`src/rtl/adc_stream_pkg.sv`:
```
// Shared types and constants for the ADC frame streamer.
// Define ADC_FRAME_CSUM_EN to add the trailing checksum byte to every frame.
package adc_stream_pkg;

  typedef enum logic [2:0] {
    ST_IDLE,
    ST_SYNC,
    ST_SEQ,
    ST_DATA,
`ifdef ADC_FRAME_CSUM_EN
    ST_CSUM,
`endif
    ST_DRAIN
  } state_e;

  localparam logic [7:0] DEFAULT_SYNC_BYTE = 8'hA5;

  // Bytes on the wire per frame: SYNC + SEQ + samples [+ CSUM].
  function automatic int frame_bytes(input int frame_samples);
`ifdef ADC_FRAME_CSUM_EN
    return frame_samples + 3;
`else
    return frame_samples + 2;
`endif
  endfunction

endpackage

```
`src/rtl/adc_frame_streamer_sample_fifo.sv`:
```
// sample_fifo: synchronous FIFO with a show-ahead head word; a push into a full
// FIFO is accepted when a pop happens in the same cycle.
module sample_fifo #(
  parameter int DEPTH = 16,
  parameter int WIDTH = 8
) (
  input  logic                    clk,
  input  logic                    rst_n,
  input  logic                    push_i,
  input  logic                    pop_i,
  input  logic [WIDTH-1:0]        wdata_i,
  output logic [WIDTH-1:0]        rdata_o,
  output logic                    full_o,
  output logic                    empty_o,
  output logic [$clog2(DEPTH):0]  level_o
);

  localparam int AW = $clog2(DEPTH);

  logic [WIDTH-1:0] mem_q [DEPTH];
  logic [AW:0]      wr_ptr_q, rd_ptr_q;
  logic             push_ok, pop_ok;

  // The extra pointer bit separates full from empty when the low bits match.
  assign level_o = wr_ptr_q - rd_ptr_q;
  assign full_o  = (level_o == (AW + 1)'(DEPTH));
  assign empty_o = (wr_ptr_q == rd_ptr_q);
  assign pop_ok  = pop_i && !empty_o;
  assign push_ok = push_i && (!full_o || pop_ok);
  assign rdata_o = mem_q[rd_ptr_q[AW-1:0]];

  // NOTE: the storage array is deliberately not reset; only the pointers are,
  // which keeps it mappable to RAM and makes stale contents unreachable.
  always_ff @(posedge clk) begin
    if (push_ok) mem_q[wr_ptr_q[AW-1:0]] <= wdata_i;
  end

  always_ff @(posedge clk or negedge rst_n) begin
    if (!rst_n) begin
      wr_ptr_q <= '0;
      rd_ptr_q <= '0;
    end else begin
      if (push_ok) wr_ptr_q <= wr_ptr_q + 1'b1;
      if (pop_ok)  rd_ptr_q <= rd_ptr_q + 1'b1;
    end
  end

endmodule

```
`src/rtl/adc_frame_streamer.sv`:
```
// adc_frame_streamer: buffers ADC samples and emits SYNC/SEQ/data frames to a UART,
// one byte per BYTE_PERIOD clocks. Define ADC_FRAME_CSUM_EN to append a CSUM byte.
module adc_frame_streamer
  import adc_stream_pkg::*;
#(
  parameter int         DELAY_FRAMES  = 234,
  parameter int         BYTE_PERIOD   = 2400,
  parameter int         FIFO_DEPTH    = 16,
  parameter int         FRAME_SAMPLES = 8,
  parameter logic [7:0] SYNC_BYTE     = DEFAULT_SYNC_BYTE
) (
  input  logic                         clk,
  input  logic                         rst_n,
  input  logic [7:0]                   sample_in,
  input  logic                         sample_valid,
  input  logic                         enable,
  output logic [7:0]                   dataOut,
  output logic                         readyToTransmit,
  output logic                         overflow,
  output logic [$clog2(FIFO_DEPTH):0]  fifo_level
);

  localparam int LW         = $clog2(FIFO_DEPTH) + 1;
  // Never launch faster than one full 10-bit UART character plus margin.
  localparam int MIN_PERIOD = 10 * DELAY_FRAMES + 2;
  localparam int PERIOD     = (BYTE_PERIOD < MIN_PERIOD) ? MIN_PERIOD : BYTE_PERIOD;
  localparam int PW         = $clog2(PERIOD);
  localparam int CW         = $clog2(FRAME_SAMPLES + 1);

  state_e        state_q, state_d;
  logic [PW-1:0] pacer_q, pacer_d;
  logic [CW-1:0] cnt_q, cnt_d;
  logic [7:0]    seq_q, seq_d;
  logic [7:0]    data_q, data_d;
  logic          rtt_q, rtt_d;
  logic          ovf_q, ovf_d;
  logic          frame_rdy_q;
  logic          push_req, pop_req, pop, launch, expired;
  logic          fifo_full, fifo_empty;
  logic [7:0]    fifo_head;
  logic [LW-1:0] level;
`ifdef ADC_FRAME_CSUM_EN
  logic [7:0]    csum_q, csum_d;
`endif

  assign push_req = sample_valid && enable;
  assign pop      = pop_req && !fifo_empty;
  assign expired  = (pacer_q == '0);

  sample_fifo #(
    .DEPTH (FIFO_DEPTH),
    .WIDTH (8)
  ) u_fifo (
    .clk     (clk),
    .rst_n   (rst_n),
    .push_i  (push_req),
    .pop_i   (pop),
    .wdata_i (sample_in),
    .rdata_o (fifo_head),
    .full_o  (fifo_full),
    .empty_o (fifo_empty),
    .level_o (level)
  );

  // NOTE: every signal driven here gets a default first, so no path can
  // leave one unassigned and infer a latch.
  always_comb begin
    state_d = state_q;
    pacer_d = expired ? pacer_q : pacer_q - 1'b1;
    cnt_d   = cnt_q;
    seq_d   = seq_q;
    data_d  = data_q;
    rtt_d   = 1'b0;
    pop_req = 1'b0;
    launch  = 1'b0;
`ifdef ADC_FRAME_CSUM_EN
    csum_d  = csum_q;
`endif
    ovf_d   = ovf_q | (push_req & fifo_full & ~pop);

    unique case (state_q)
      ST_IDLE: begin
        if (enable && frame_rdy_q) begin
          state_d = ST_SYNC;
          data_d  = SYNC_BYTE;
          launch  = 1'b1;
        end
      end
      ST_SYNC: begin
        if (expired) begin
          state_d = ST_SEQ;
          data_d  = seq_q;
          seq_d   = seq_q + 8'd1;
          cnt_d   = '0;
          launch  = 1'b1;
`ifdef ADC_FRAME_CSUM_EN
          csum_d  = seq_q;
`endif
        end
      end
      ST_SEQ, ST_DATA: begin
        if (cnt_q != CW'(FRAME_SAMPLES)) begin
          if (expired) begin
            state_d = ST_DATA;
            data_d  = fifo_head;
            pop_req = 1'b1;
            cnt_d   = cnt_q + 1'b1;
            launch  = 1'b1;
`ifdef ADC_FRAME_CSUM_EN
            csum_d  = csum_q + fifo_head;
`endif
          end
        end else begin
`ifdef ADC_FRAME_CSUM_EN
          if (expired) begin
            state_d = ST_CSUM;
            data_d  = csum_q;
            launch  = 1'b1;
          end
`else
          state_d = ST_DRAIN;
`endif
        end
      end
`ifdef ADC_FRAME_CSUM_EN
      ST_CSUM: state_d = ST_DRAIN;
`endif
      // The last byte is still on the line until the pacer runs out.
      ST_DRAIN: begin
        if (expired) state_d = ST_IDLE;
      end
      default: state_d = ST_IDLE;
    endcase

    if (launch) begin
      rtt_d   = 1'b1;
      pacer_d = PW'(PERIOD - 1);
    end
  end

  // NOTE: sequential state uses non-blocking assignments only, so every
  // register samples the pre-edge values regardless of statement order.
  always_ff @(posedge clk or negedge rst_n) begin
    if (!rst_n) begin
      state_q     <= ST_IDLE;
      pacer_q     <= '0;
      cnt_q       <= '0;
      seq_q       <= 8'h00;
      data_q      <= 8'h00;
      rtt_q       <= 1'b0;
      ovf_q       <= 1'b0;
      frame_rdy_q <= 1'b0;
`ifdef ADC_FRAME_CSUM_EN
      csum_q      <= 8'h00;
`endif
    end else begin
      state_q     <= state_d;
      pacer_q     <= pacer_d;
      cnt_q       <= cnt_d;
      seq_q       <= seq_d;
      data_q      <= data_d;
      rtt_q       <= rtt_d;
      ovf_q       <= ovf_d;
      frame_rdy_q <= (level >= LW'(FRAME_SAMPLES));
`ifdef ADC_FRAME_CSUM_EN
      csum_q      <= csum_d;
`endif
    end
  end

  assign dataOut         = data_q;
  assign readyToTransmit = rtt_q;
  assign overflow        = ovf_q;
  assign fifo_level      = level;

endmodule
```
`config.mk`:
```
export PLATFORM = sky130hd
export DESIGN_NAME = adc_frame_streamer
export DESIGN_NICKNAME = d
export VERILOG_FILES = /design/src/rtl/adc_stream_pkg.sv /design/src/rtl/adc_frame_streamer_sample_fifo.sv /design/src/rtl/adc_frame_streamer.sv
export SDC_FILE = /design/constraint.sdc
export NUM_CORES = 1
export LEC_CHECK = 0
export CAP_MARGIN = 40
export CORE_ASPECT_RATIO = 0.6
export CORE_MARGIN = 1.5
export CORE_UTILIZATION = 55
export DETAILED_ROUTE_END_ITERATION = 12
export PLACE_DENSITY_LB_ADDON = 0.1
export SYNTH_ARGS = -nofsm -noshare
export SYNTH_HDL_FRONTEND = slang
export SYNTH_SLANG_ARGS = --single-unit
```
`constraint.sdc`:
```
create_clock -name clk -period 3.2 [get_ports clk]
set_input_delay 0.32 -clock clk [delete_from_list [all_inputs] [get_ports clk]]
set_output_delay 0.32 -clock clk [all_outputs]
set_load 0.02 [all_outputs]
```
Word-level counts from Yosys, hierarchy flattened
Memory sizes are Yosys's and may differ from the RTL's. Cells that the tools add are included.

Memories: 1. Register bits after elaboration: 48. Memory bits (writable): 128. Output and inout bits: 15.

Equal/unequal tests: 14. $add $sub $neg: 6. Reductions and logical operators: 17. Bitwise logic cells: 4. Magnitude comparators: 1. Multiplexer cells: 25.

Memories: u_fifo.mem_q (depth 16, bits a word 8, read ports 1, clocked after memory_dff 0, write ports 1, line adc_frame_streamer_sample_fifo.sv:20) `logic [WIDTH-1:0] mem_q [DEPTH];`.

Operators by type and width (number): two-way mux 8 bit (4); two-way mux 12 bit (2); one-hot mux 8 bit (3 select lines) (1); two-way mux 3 bit (5); zero test 12 bit (1); two-way mux 4 bit (3); != test 2 bit, second input constant (6); one-hot mux 3 bit (4 select lines) (1); subtractor 12 x 1 -> 12 bit, second input constant (1); adder 5 x 1 -> 5 bit, second input constant (2); adder 8 x 1 -> 8 bit, second input constant (1); one-hot mux 4 bit (2 select lines) (1); AND reduction 4 bit (2); two-way mux 1 bit (7); equality test 3 x 2 -> 1 bit, second input constant (2); equality test 5 bit (1); equality test 5 bit, second input constant (1); greater-or-equal comparator 5 x 4 -> 1 bit, second input constant (1); logical AND 1 bit (5); AND reduction 5 bit (1); subtractor 5 bit (1); adder 4 x 1 -> 4 bit, second input constant (1); != test 4 bit, second input constant (1); equality test 3 x 1 -> 1 bit, second input constant (1); other kinds (13) (15).

Depth between registers and ports, before layout
Gate-level depths: netlist of the first run.

Depth after elaboration: 10. Mapped depth: 10. Gate-level depth less buffers: 9.

By module
Synthesis of the first run repeated with hierarchy kept, for this count alone.

Cells, all modules: 453. Area total of the unflattened synthesis: 7731.2 um^2.

By module, submodules not included: sample_fifo (area an instance 5721.7 um^2, sequential area each 4093.9 um^2, instances 1, cells each 267); adc_frame_streamer (area an instance 2009.4 um^2, sequential area each 950.9 um^2, instances 1, cells each 186).

Worst setup path before layout of the first run
Ideal clock, no wire load.

Kind: flip-flop to flip-flop. Start point: reg u_fifo.rd_ptr_q[1]. End point: mem u_fifo.mem_q[0][0], enable pin. Arrival: 2.947 ns. Clock period less this slack: 3.341 ns. Slack: -0.141 ns. Library setup time: 0.395 ns. Stages on the path, launching flop included: 10. Buffers on the path: 2. Cell sequence: dfrtp_1 buf_4 buf_2 inv_1 fa_1 xor2_1 nor3_1 o21ai_4 nor2_2 nor4_1.

RTL lines: from (decl) (line adc_frame_streamer_sample_fifo.sv:21) `logic [AW:0] wr_ptr_q, rd_ptr_q;`; from (signal assigned) (line adc_frame_streamer_sample_fifo.sv:44) `if (pop_ok) rd_ptr_q <= rd_ptr_q + 1'b1;`; subtractor 5 bit (line adc_frame_streamer_sample_fifo.sv:25) `assign level_o = wr_ptr_q - rd_ptr_q;`; net fifo_level[2] (line adc_frame_streamer.sv:20) `output logic [$clog2(FIFO_DEPTH):0] fifo_level`; equality test 5 bit (line adc_frame_streamer_sample_fifo.sv:26) `assign full_o = (level_o == (AW + 1)'(DEPTH));`; zero test 1 bit (line adc_frame_streamer_sample_fifo.sv:29) `assign push_ok = push_i && (!full_o || pop_ok);`; logical OR 1 bit (line adc_frame_streamer_sample_fifo.sv:29); logical AND 1 bit (line adc_frame_streamer_sample_fifo.sv:29); two-way mux 1 bit (line adc_frame_streamer_sample_fifo.sv:35) `if (push_ok) mem_q[wr_ptr_q[AW-1:0]] <= wdata_i;`; two-way mux 1 bit (implied by the code) (line adc_frame_streamer_sample_fifo.sv:35); to (decl) (line adc_frame_streamer_sample_fifo.sv:20).

The timed path passes the listed nets, and every way through them passes these cells.

Worst setup path in the final report of the first run
Start point: reg u_fifo.rd_ptr_q[3]. End point: out fifo_level[4].

Cells in the longest elaborated chain, start to end: 1.

RTL lines (line): subtractor 5 bit (adc_frame_streamer_sample_fifo.sv:25); to (decl) (adc_frame_streamer.sv:20).

No other way between the ends.

==> impl_metrics.env, run 1 <==
export IMPL_fill_cells=946
export IMPL_final_common_cell="edfxtp_1"
export IMPL_cp_max_fo=10
export IMPL_core_area_um2=13600
export IMPL_cts_made_buffers=17
export IMPL_num_antenna_cells=0
export IMPL_post_route_period_util_pct=91.7
export IMPL_cts_tree="yes"
export IMPL_grt_overflow_total=0
export IMPL_yosys_warnings=0
export IMPL_drive_above_1_share_pct=20.2
export IMPL_hp_class="in -> async"
export IMPL_detailroute_via_count=4340
export IMPL_die_w_um=155
export IMPL_p_total_uw=6210
export IMPL_gp_congestion=0.898
export IMPL_synthCells=485
export IMPL_wl_um=16400
export IMPL_outcome="finished, final reports clean"
export IMPL_period_minus_slack_ns=2.93
export IMPL_drt_initial_drc_count=450
export IMPL_path_class="reg -> out"
export IMPL_synth_net_count=512
export IMPL_track_usage_pct=24.6
export IMPL_grt_pass1_vias=4152
export IMPL_die_y_um=94.0
export IMPL_clk_path_buf_depth=2
export IMPL_drt_pass1_iter_count=5
export IMPL_hold_violations=0
export IMPL_p_int_uw=4380
export IMPL_avgSynthCellArea_um2=15.7
export IMPL_cts_root_buf="clkbuf_16"
export IMPL_start_util_pct=55.9
export IMPL_vias_per_cell=5.99
export IMPL_setup_viol_count_final=0
export IMPL_stdcell_area_um2=8760
export IMPL_dieArea_um2=14500
export IMPL_r2r_start="u_fifo.rd_ptr_q[3]$_DFFE_PN0P_"
export IMPL_slew_limit_headroom_pct=45.5
export IMPL_dpl_cell_area_um2=8150
export IMPL_ys_seq_area_share_pct=66.4
export IMPL_cap_violations=0
export IMPL_hpwl_um=11400
export IMPL_netlist_area_um2=7590
export IMPL_r2r_cells=7
export IMPL_peakVddDrop_v=0.000400
export IMPL_tightest_slew_ns=0.815
export IMPL_endpoint="fifo_level[4]"
export IMPL_h_tree_depth=4
export IMPL_layout_area_overhead_vs_synth_pct=15.4
export IMPL_arrival_ns=2.61
export IMPL_grt_antenna_before_repair=0
export IMPL_end_kind="primary output"
export IMPL_numClockSinks=176
export IMPL_antenna_left=0
export IMPL_cellLeakagePower_uw=0.00315
export IMPL_startpoint="u_fifo.rd_ptr_q[3]$_DFFE_PN0P_"
export IMPL_clock_fmax_mhz=341
export IMPL_switchingPower_uw=1830
export IMPL_final_cell_mix="edfxtp_1, dfrtp_1, nand2_1, mux4_2"
export IMPL_pwr_share_comb_pct=20.1
export IMPL_insertion_delay_ns=0.42
export IMPL_io_buffers=26
export IMPL_grt_pass1_wl_um=25500
export IMPL_skew_ns=0.0143
export IMPL_rsz0062_at_grt="false"
export IMPL_power_density_nw_per_um2=709
export IMPL_sw_frac_of_total_pct=29.5
export IMPL_nNetsFinal=563
export IMPL_pwr_share_clk_pct=33.3
export IMPL_remaining_drc_errors=0
export IMPL_wl_per_cell_um=22.7
export IMPL_io_pins=27
export IMPL_maxSlewViolCount=0
export IMPL_reg2reg_to="u_fifo.mem_q[2][0]$_DFFE_PP_"
export IMPL_cts_reportedPaths_clkPinSlew_ns=0.07
export IMPL_synth_cell_types=60
export IMPL_rows=33
export IMPL_seq_power_share_pct=46.7
export IMPL_reg2reg_slack_ns=0.33
export IMPL_start_kind="register"
export IMPL_required_ns=2.88
export IMPL_synth_seq_cells=176
export IMPL_grt_max_degree=39
power by group through the flow:
stage / logic (uW) / registers (uW) / clock network (uW)
CTS: 1210 / 2900 / 2090
finish: 1250 / 2900 / 2070
floorplan: 730 / 2940 / 0
global placement: 1180 / 2930 / 0
global route: 1370 / 2930 / 2170
detailed placement: 1200 / 2940 / 0
registers in the layout, summed over array words and instances (netlist names):
signal	count
cnt_q	4
pacer_q	12
u_fifo.rd_ptr_q	5
u_fifo.mem_q	128
u_fifo.wr_ptr_q	5
overflow	1
readyToTransmit	1
state_q	3
dataOut	8
seq_q	8
frame_rdy_q	1
layout make-up:
class	instances	area [um2]	share of cell area, %
clock inverter	13	151	1.73
sequential	176	5050	57.6
tap	175	219	2.50
timing repair buffer	52	453	5.17
clock buffer	19	433	4.94
multi-input combinational	270	2390	27.3
inverter	19	71.3	0.814
metrics by stage:
stage	std cells	setup TNS [ns]	hold slack, ns	util (%)	setup slack [ns]
2_1_floorplan	485	-3.51	0.0244	-	-0.141
3_3_place_gp	689	0	0.398	60.0	0.278
3_5_place_dp	689	0	0.416	60.0	0.244
4_1_cts	722	0	0.484	64.4	0.232
5_1_grt	724	0	0.500	64.5	0.0623
6_report	724	0	0.476	64.5	0.266
worst min-delay path by stage:
stage,endpoint,slack (ns),cells after the start
final,cnt_q[2]$_DFFE_PN0P_,0.48,2
after floorplan,cnt_q[0]$_DFFE_PN0P_,0.02,0
after global placement,cnt_q[3]$_DFFE_PN0P_,0.40,1
after global routing,seq_q[7]$_DFFE_PN0P_,0.50,1
after detailed placement,cnt_q[2]$_DFFE_PN0P_,0.42,1
after CTS,seq_q[7]$_DFFE_PN0P_,0.48,1
synthesized netlist by cell type, drive strengths merged:
cell type | instances | area (um2)
a211oi | 3 | 22.5
a21boi | 2 | 26.3
a21o | 3 | 22.5
a21oi | 10 | 50.1
a221o | 3 | 30.0
a221oi | 9 | 85.1
a22oi | 4 | 30.0
and2 | 3 | 18.8
and3 | 4 | 25.0
and3b | 2 | 17.5
and4 | 1 | 8.76
and4b | 1 | 10.0
buf | 12 | 92.6
clkbuf | 8 | 31.3
dfrtp | 48 | 1200
edfxtp | 128 | 3840
fa | 1 | 20.0
ha | 14 | 175
inv | 19 | 71.3
mux2 | 2 | 22.5
mux2i | 8 | 80.1
mux4 | 28 | 638
nand2 | 35 | 131
nand2b | 3 | 18.8
nand3 | 18 | 90.1
nand3b | 2 | 15.0
nand4 | 7 | 50.1
nor2 | 25 | 116
nor2b | 5 | 31.3
nor3 | 11 | 65.1
nor3b | 2 | 15.0
nor4 | 5 | 46.3
nor4b | 1 | 23.8
o211ai | 8 | 65.1
o21a | 1 | 7.51
o21ai | 12 | 71.3
o22ai | 1 | 6.26
o31ai | 4 | 45.1
o41ai | 1 | 8.76
or2 | 3 | 18.8
or4 | 2 | 18.8
xnor2 | 15 | 131
xor2 | 11 | 96.3
metal layers:
metal	vias to the layer above	global-route usage [%]	wire length (um)
li1	1971	-	-
met1	2229	40.9	8670
met2	127	31.6	6600
met3	13	7.38	1030
met4	0	4.49	98
met5	-	0	0
timing repair:
item | CTS | global route
resized for setup | 0 | 1
endpoints found under the hold margin | 30 | 0
setup endpoints to repair | 0 | 8
buffers inserted | 0 | 2
hold buffers | 1 | 0
worst max-delay path, stage by stage, from the launching register on:
cell and delay, ns:
dfrtp_1 0.54, inv_1 0.18, ha_1 0.39, a21oi_1 0.21, a21o_1 0.16, nand2_1 0.07
inv_1 0.05, clkdlybuf4s50_1 0.59
logic make-up after synthesis:
kind of cell / after synthesis / share of synthesized area [%]
adders and majority gates: 15 / 2.57
AOI/OAI and AO/OA: 61 / 6.19
DFF: 176 / 66.4
muxes: 38 / 9.75
xor gates and xnor gates: 26 / 3.00
buffers and inverters: 39 / 2.57
and+or+nand+nor: 130 / 9.49
No activity file was read; power rests on OpenSTA's default activity.
==> run 2: changes to the inputs <==
--- a/config.mk
+++ b/config.mk
@@ -5,11 +5,11 @@
 export SDC_FILE = /design/constraint.sdc
 export NUM_CORES = 1
 export LEC_CHECK = 0
-export CAP_MARGIN = 40
 export CORE_ASPECT_RATIO = 0.6
 export CORE_MARGIN = 1.5
 export CORE_UTILIZATION = 55
 export DETAILED_ROUTE_END_ITERATION = 12
+export GPL_TIMING_DRIVEN = 0
 export PLACE_DENSITY_LB_ADDON = 0.1
 export SYNTH_ARGS = -nofsm -noshare
 export SYNTH_HDL_FRONTEND = slang
==> run 2 against run 1 <==
  * Clock skew down 0.0016 ns
  * Highest routed layer unchanged
  * Sequential power barely moved
  * Via count increased by 2.5%
==> impl_metrics.env, run 2 (same netlist as run 1, synthesis figures left out) <==
export IMPL_slew_limit_headroom_pct=46.2
export IMPL_skew_ns=0.0127
export IMPL_gp_congestion=0.802
export IMPL_grt_overflow_total=0
export IMPL_clock_fmax_mhz=333
export IMPL_dpl_cell_area_um2=8170
export IMPL_cts_reportedPaths_clkPinSlew_ns=0.07
export IMPL_num_antenna_cells=0
export IMPL_io_pins=27
export IMPL_clk_path_buf_depth=2
export IMPL_fin_setup_tns_ns=0
export IMPL_p_int_uw=4410
export IMPL_grt_pass1_vias=4245
export IMPL_required_ns=2.88
export IMPL_core_area_um2=13600
export IMPL_drt_initial_drc_count=434
export IMPL_final_cells=729
export IMPL_switchingPower_uw=1900
export IMPL_cts_root_buf="clkbuf_16"
export IMPL_path_class="reg -> out"
export IMPL_layout_area_overhead_vs_synth_pct=18.0
export IMPL_period_minus_slack_ns=3.01
export IMPL_sw_frac_of_total_pct=30.1
export IMPL_pwr_share_comb_pct=21.1
export IMPL_dieArea_um2=14500
export IMPL_outcome="finished, final reports clean"
export IMPL_setup_viol_count_final=0
export IMPL_wl_um=16800
export IMPL_end_kind="primary output"
export IMPL_post_route_period_util_pct=93.9
export IMPL_cp_max_fo=10
export IMPL_final_common_cell="edfxtp_1"
export IMPL_vias_per_cell=6.10
export IMPL_start_util_pct=55.9
export IMPL_cts_tree="yes"
export IMPL_grt_max_degree=33
export IMPL_grt_pass1_wl_um=25900
export IMPL_antenna_left=0
export IMPL_remaining_drc_errors=0
export IMPL_numClockSinks=176
export IMPL_hp_class="in -> async"
export IMPL_cts_made_buffers=17
export IMPL_start_kind="register"
export IMPL_tightest_slew_ns=0.807
export IMPL_maxSlewViolCount=0
export IMPL_whs_ns=0.355
export IMPL_nNetsFinal=568
export IMPL_drt_pass1_iter_count=4
export IMPL_arrival_ns=2.69
export IMPL_hpwl_um=11300
export IMPL_die_y_um=94.0
export IMPL_seq_power_share_pct=45.7
export IMPL_stdcell_area_um2=8960
export IMPL_dp_cells=690
export IMPL_io_buffers=26
export IMPL_drive_above_1_share_pct=21.8
export IMPL_final_cell_mix="edfxtp_1, dfrtp_1, nand2_1, mux4_2, clkdlybuf4s50_1"
export IMPL_p_total_uw=6320
export IMPL_h_tree_depth=4
export IMPL_track_usage_pct=25.3
export IMPL_die_w_um=155
export IMPL_detailroute_via_count=4447
export IMPL_peakVddDrop_v=0.000356
export IMPL_rows=33
export IMPL_power_density_nw_per_um2=705
export IMPL_hold_violations=0
export IMPL_insertion_delay_ns=0.42
export IMPL_cap_violations=0
export IMPL_cellLeakagePower_uw=0.00321
export IMPL_largest_reg_flops=128
export IMPL_wl_per_cell_um=23.1
export IMPL_pwr_share_clk_pct=33.3
export IMPL_grt_antenna_before_repair=0
==> run 2: power groups by stage <==
stage,clock network (uW),registers [uW],logic [uW]
2_1_floorplan,0,2940,730
3_3_place_gp,0,2910,1160
3_5_place_dp,0,2930,1200
4_1_cts,2130,2880,1300
5_1_grt,2230,2910,1460
6_report,2100,2880,1330
==> run 2: what timing repair did <==
action	in CTS	in global routing
pin swaps	8	3
setup endpoints to repair	126	113
gates resized for setup	17	4
setup buffers	4	4
hold buffers	1	0
endpoints found under the hold margin	16	0
==> run 2: critical path: stages, from the launching register on <==
cell             delay, ns
dfrtp_1               0.47
buf_2                 0.31
inv_1                 0.09
ha_1                  0.38
a21oi_1               0.10
and3b_1               0.22
nor2_1                0.09
clkdlybuf4s50_1       0.60
==> run 2: final timing paths <==
| kind | cells after the start | to | startpoint | slack (ns) |
|---|---|---|---|---|
| setup / recovery | 7 | fifo_level[3] | u_fifo.rd_ptr_q[2]$_DFFE_PN0P_ | 0.19 |
| hold / removal | 2 | cnt_q[3]$_DFFE_PN0P_ | rst_n | 0.35 |
| setup reg to reg | 10 | u_fifo.mem_q[4][6]$_DFFE_PP_ | u_fifo.rd_ptr_q[2]$_DFFE_PN0P_ | 0.24 |
| hold reg to reg | 1 | dataOut[7]$_DFFE_PN0P_ | dataOut[7]$_DFFE_PN0P_ | 0.50 |
| max in group asynchronous | 3 | pacer_q[0]$_DFFE_PN0P_ | rst_n | 2.33 |
| min in group clk | 1 | dataOut[7]$_DFFE_PN0P_ | dataOut[7]$_DFFE_PN0P_ | 0.50 |
==> run 2: area by class of cell <==
class / count / area, um2
Buffer: 18 / 120
Clock buffer: 17 / 425
Clock inverter: 15 / 173
Fill cell: 941 / 4620
Inverter: 19 / 71.3
Multi-Input combinational cell: 270 / 2490
Sequential cell: 176 / 5040
Tap cell: 175 / 219
Timing Repair Buffer: 39 / 418
==> run 2: stage by stage <==
stage | util, % | worst slack, ns
floorplan | - | -0.141
global placement | 59.7 | -1.03
detailed placement | 60.1 | -0.679
CTS | 65.6 | 0.0701
global route | 66.0 | -0.00198
finish | 66.0 | 0.194
==> run 2: metal layers <==
metal	GRT usage, %	up-vias	part of all wire [%]
met1	38.3	2294	46
met3	6.60	14	8.2
met2	36.8	147	45
met4	6.65	0	1.0
met5	0	-	0
li1	-	1992	-
==> run 3: changes to the inputs <==
--- a/config.mk
+++ b/config.mk
@@ -11,6 +11,7 @@
 export DETAILED_ROUTE_END_ITERATION = 12
 export GPL_TIMING_DRIVEN = 0
 export PLACE_DENSITY_LB_ADDON = 0.1
+export SETUP_SLACK_MARGIN = 0.15
 export SYNTH_ARGS = -nofsm -noshare
 export SYNTH_HDL_FRONTEND = slang
 export SYNTH_SLANG_ARGS = --single-unit
==> run 3 against run 2 <==
  * Global-route usage is 0.84 points lower
  * Flip-flop and latch count unchanged
  * Wire length is 5.3% lower
  * Sequential share of layout area down 0.41 points
  * Critical path type is now reg -> reg
  * Clock power increased by 3%
  * Clock-buffer cell count is the same
  * Power is 0.31% higher
==> impl_metrics.env, run 3 (same netlist as run 1, synthesis figures left out) <==
export IMPL_required_ns=3.27
export IMPL_maxSlewViolCount=0
export IMPL_cp_max_fo=10
export IMPL_setup_viol_count_final=0
export IMPL_p_total_uw=6340
export IMPL_path_class="reg -> reg"
export IMPL_io_pins=27
export IMPL_antenna_left=0
export IMPL_slew_limit_headroom_pct=44.4
export IMPL_dieArea_um2=14500
export IMPL_grt_pass1_wl_um=25100
export IMPL_stdcell_area_um2=9030
export IMPL_start_util_pct=55.9
export IMPL_cts_root_buf="clkbuf_16"
export IMPL_num_antenna_cells=0
export IMPL_cts_tree="yes"
export IMPL_wl_um=15900
export IMPL_core_area_um2=13600
export IMPL_rows=33
export IMPL_outcome="finished, final reports clean"
export IMPL_dpl_cell_area_um2=8170
export IMPL_die_w_um=155
export IMPL_h_tree_depth=4
export IMPL_grt_antenna_before_repair=0
export IMPL_rsz0062_at_grt="true"
export IMPL_die_y_um=94.0
export IMPL_numClockSinks=176
export IMPL_vias_per_cell=5.96
export IMPL_peakVddDrop_v=0.000317
export IMPL_wl_per_cell_um=21.7
export IMPL_fin_setup_tns_ns=0
export IMPL_layout_area_overhead_vs_synth_pct=18.9
export IMPL_final_cell_mix="edfxtp_1, dfrtp_1, nand2_1, mux4_2, clkdlybuf4s50_1"
export IMPL_nNetsFinal=572
export IMPL_clock_fmax_mhz=333
export IMPL_grt_overflow_total=0
export IMPL_whs_ns=0.279
export IMPL_drt_pass1_iter_count=5
export IMPL_hold_violations=0
export IMPL_drt_initial_drc_count=344
export IMPL_cap_violations=0
export IMPL_start_kind="register"
export IMPL_post_route_period_util_pct=93.8
export IMPL_cellLeakagePower_uw=0.00327
export IMPL_io_buffers=26
export IMPL_clk_path_buf_depth=2
export IMPL_cts_made_buffers=17
export IMPL_remaining_drc_errors=0
export IMPL_drive_above_1_share_pct=22.6
export IMPL_end_kind="register"
export IMPL_tightest_slew_ns=0.834
export IMPL_period_minus_slack_ns=3.00
export IMPL_gp_congestion=0.781
export IMPL_hp_class="in -> async"
export IMPL_largest_reg_flops=128
export IMPL_detailroute_via_count=4368
export IMPL_arrival_ns=3.07
export IMPL_skew_ns=0.00965
export IMPL_insertion_delay_ns=0.43
export IMPL_postLayoutCoreUtil_pct=66.5
export IMPL_grt_max_degree=40
export IMPL_cts_reportedPaths_clkPinSlew_ns=0.07
export IMPL_grt_pass1_vias=4269
export IMPL_final_common_cell="edfxtp_1"
export IMPL_hpwl_um=11000
export IMPL_track_usage_pct=24.5
export IMPL_power_density_nw_per_um2=702
[run 3: cell types whose count changed in the layout (fill, tap and decap cells not counted), sizes merged]
cell,change
buf,+3
clkbuf,+1
clkdlybuf4s50,-3
clkinv,+2
clkinvlp,-1
dlygate4sd2,+1
dlymetal6s2s,+2
inv,-1
[run 3: critical path, cell delays in order, from the launching register on]
cell and delay, ns:
dfrtp_1 0.38, buf_4 0.22, buf_6 0.20, inv_1 0.12, ha_1 0.32, nand3b_1 0.09
and3b_1 0.20, o211ai_1 0.35, nor2_2 0.13, buf_6 0.20, nor3_4 0.41
[run 3: worst paths after layout]
| path | start | end | slack, ns | cells past startpoint |
|---|---|---|---|---|
| worst max-delay path | u_fifo.rd_ptr_q[1]$_DFFE_PN0P_ | u_fifo.mem_q[5][1]$_DFFE_PP_ | 0.20 | 10 |
| worst min-delay path | rst_n | seq_q[0]$_DFFE_PN0P_ | 0.28 | 2 |
| worst max register to register | u_fifo.rd_ptr_q[1]$_DFFE_PN0P_ | u_fifo.mem_q[5][1]$_DFFE_PP_ | 0.20 | 10 |
| worst min register to register | seq_q[7]$_DFFE_PN0P_ | seq_q[7]$_DFFE_PN0P_ | 0.49 | 1 |
| max in group asynchronous | rst_n | overflow$_DFF_PN0_ | 2.43 | 3 |
| min in group clk | seq_q[7]$_DFFE_PN0P_ | seq_q[7]$_DFFE_PN0P_ | 0.49 | 1 |
[run 3: layout make-up]
cell class	instances	area, um2
clock inverters	15	199
repair buffers	41	449
plain buffers	20	133
well taps	175	219
inverters	19	71.3
clock buffers	17	425
multi-input cells	270	2490
fillers	958	4550
flip-flops and latches	176	5040
[run 3: power breakdown]
| part | switching [uW] | internal (uW) | total (uW) | leakage (uW) |
|---|---|---|---|---|
| Clock | 966 | 1200 | 2160 | 0.000303 |
| Combinational | 777 | 523 | 1300 | 0.00120 |
| Sequential | 180 | 2700 | 2870 | 0.00176 |
[run 3: per-layer routing]
metal | GRT usage (%) | wire length (um) | vias up | part of all wire (%)
li1 | - | - | 1986 | -
met2 | 34.6 | 6900 | 153 | 43
met1 | 37.0 | 7510 | 2218 | 47
met5 | 0 | 0 | - | 0
met4 | 6.25 | 129 | 0 | 0.81
met3 | 7.61 | 1400 | 11 | 8.8
[run 3: timing repair]
action / CTS / global route
pin swaps: 8 / 2
endpoints found under the setup margin: 132 / 127
resized for setup: 19 / 7
hold buffers: 1 / 0
hold endpoints to repair: 9 / 0
buffers inserted: 5 / 5
[run 3: per-stage QoR]
stage / worst slack (ns) / std cells
6_report: 0.198 / 733
5_1_grt: 0.0194 / 733
4_1_cts: 0.165 / 728
3_5_place_dp: -0.434 / 690
3_3_place_gp: -1.05 / 686
2_1_floorplan: -0.141 / 485
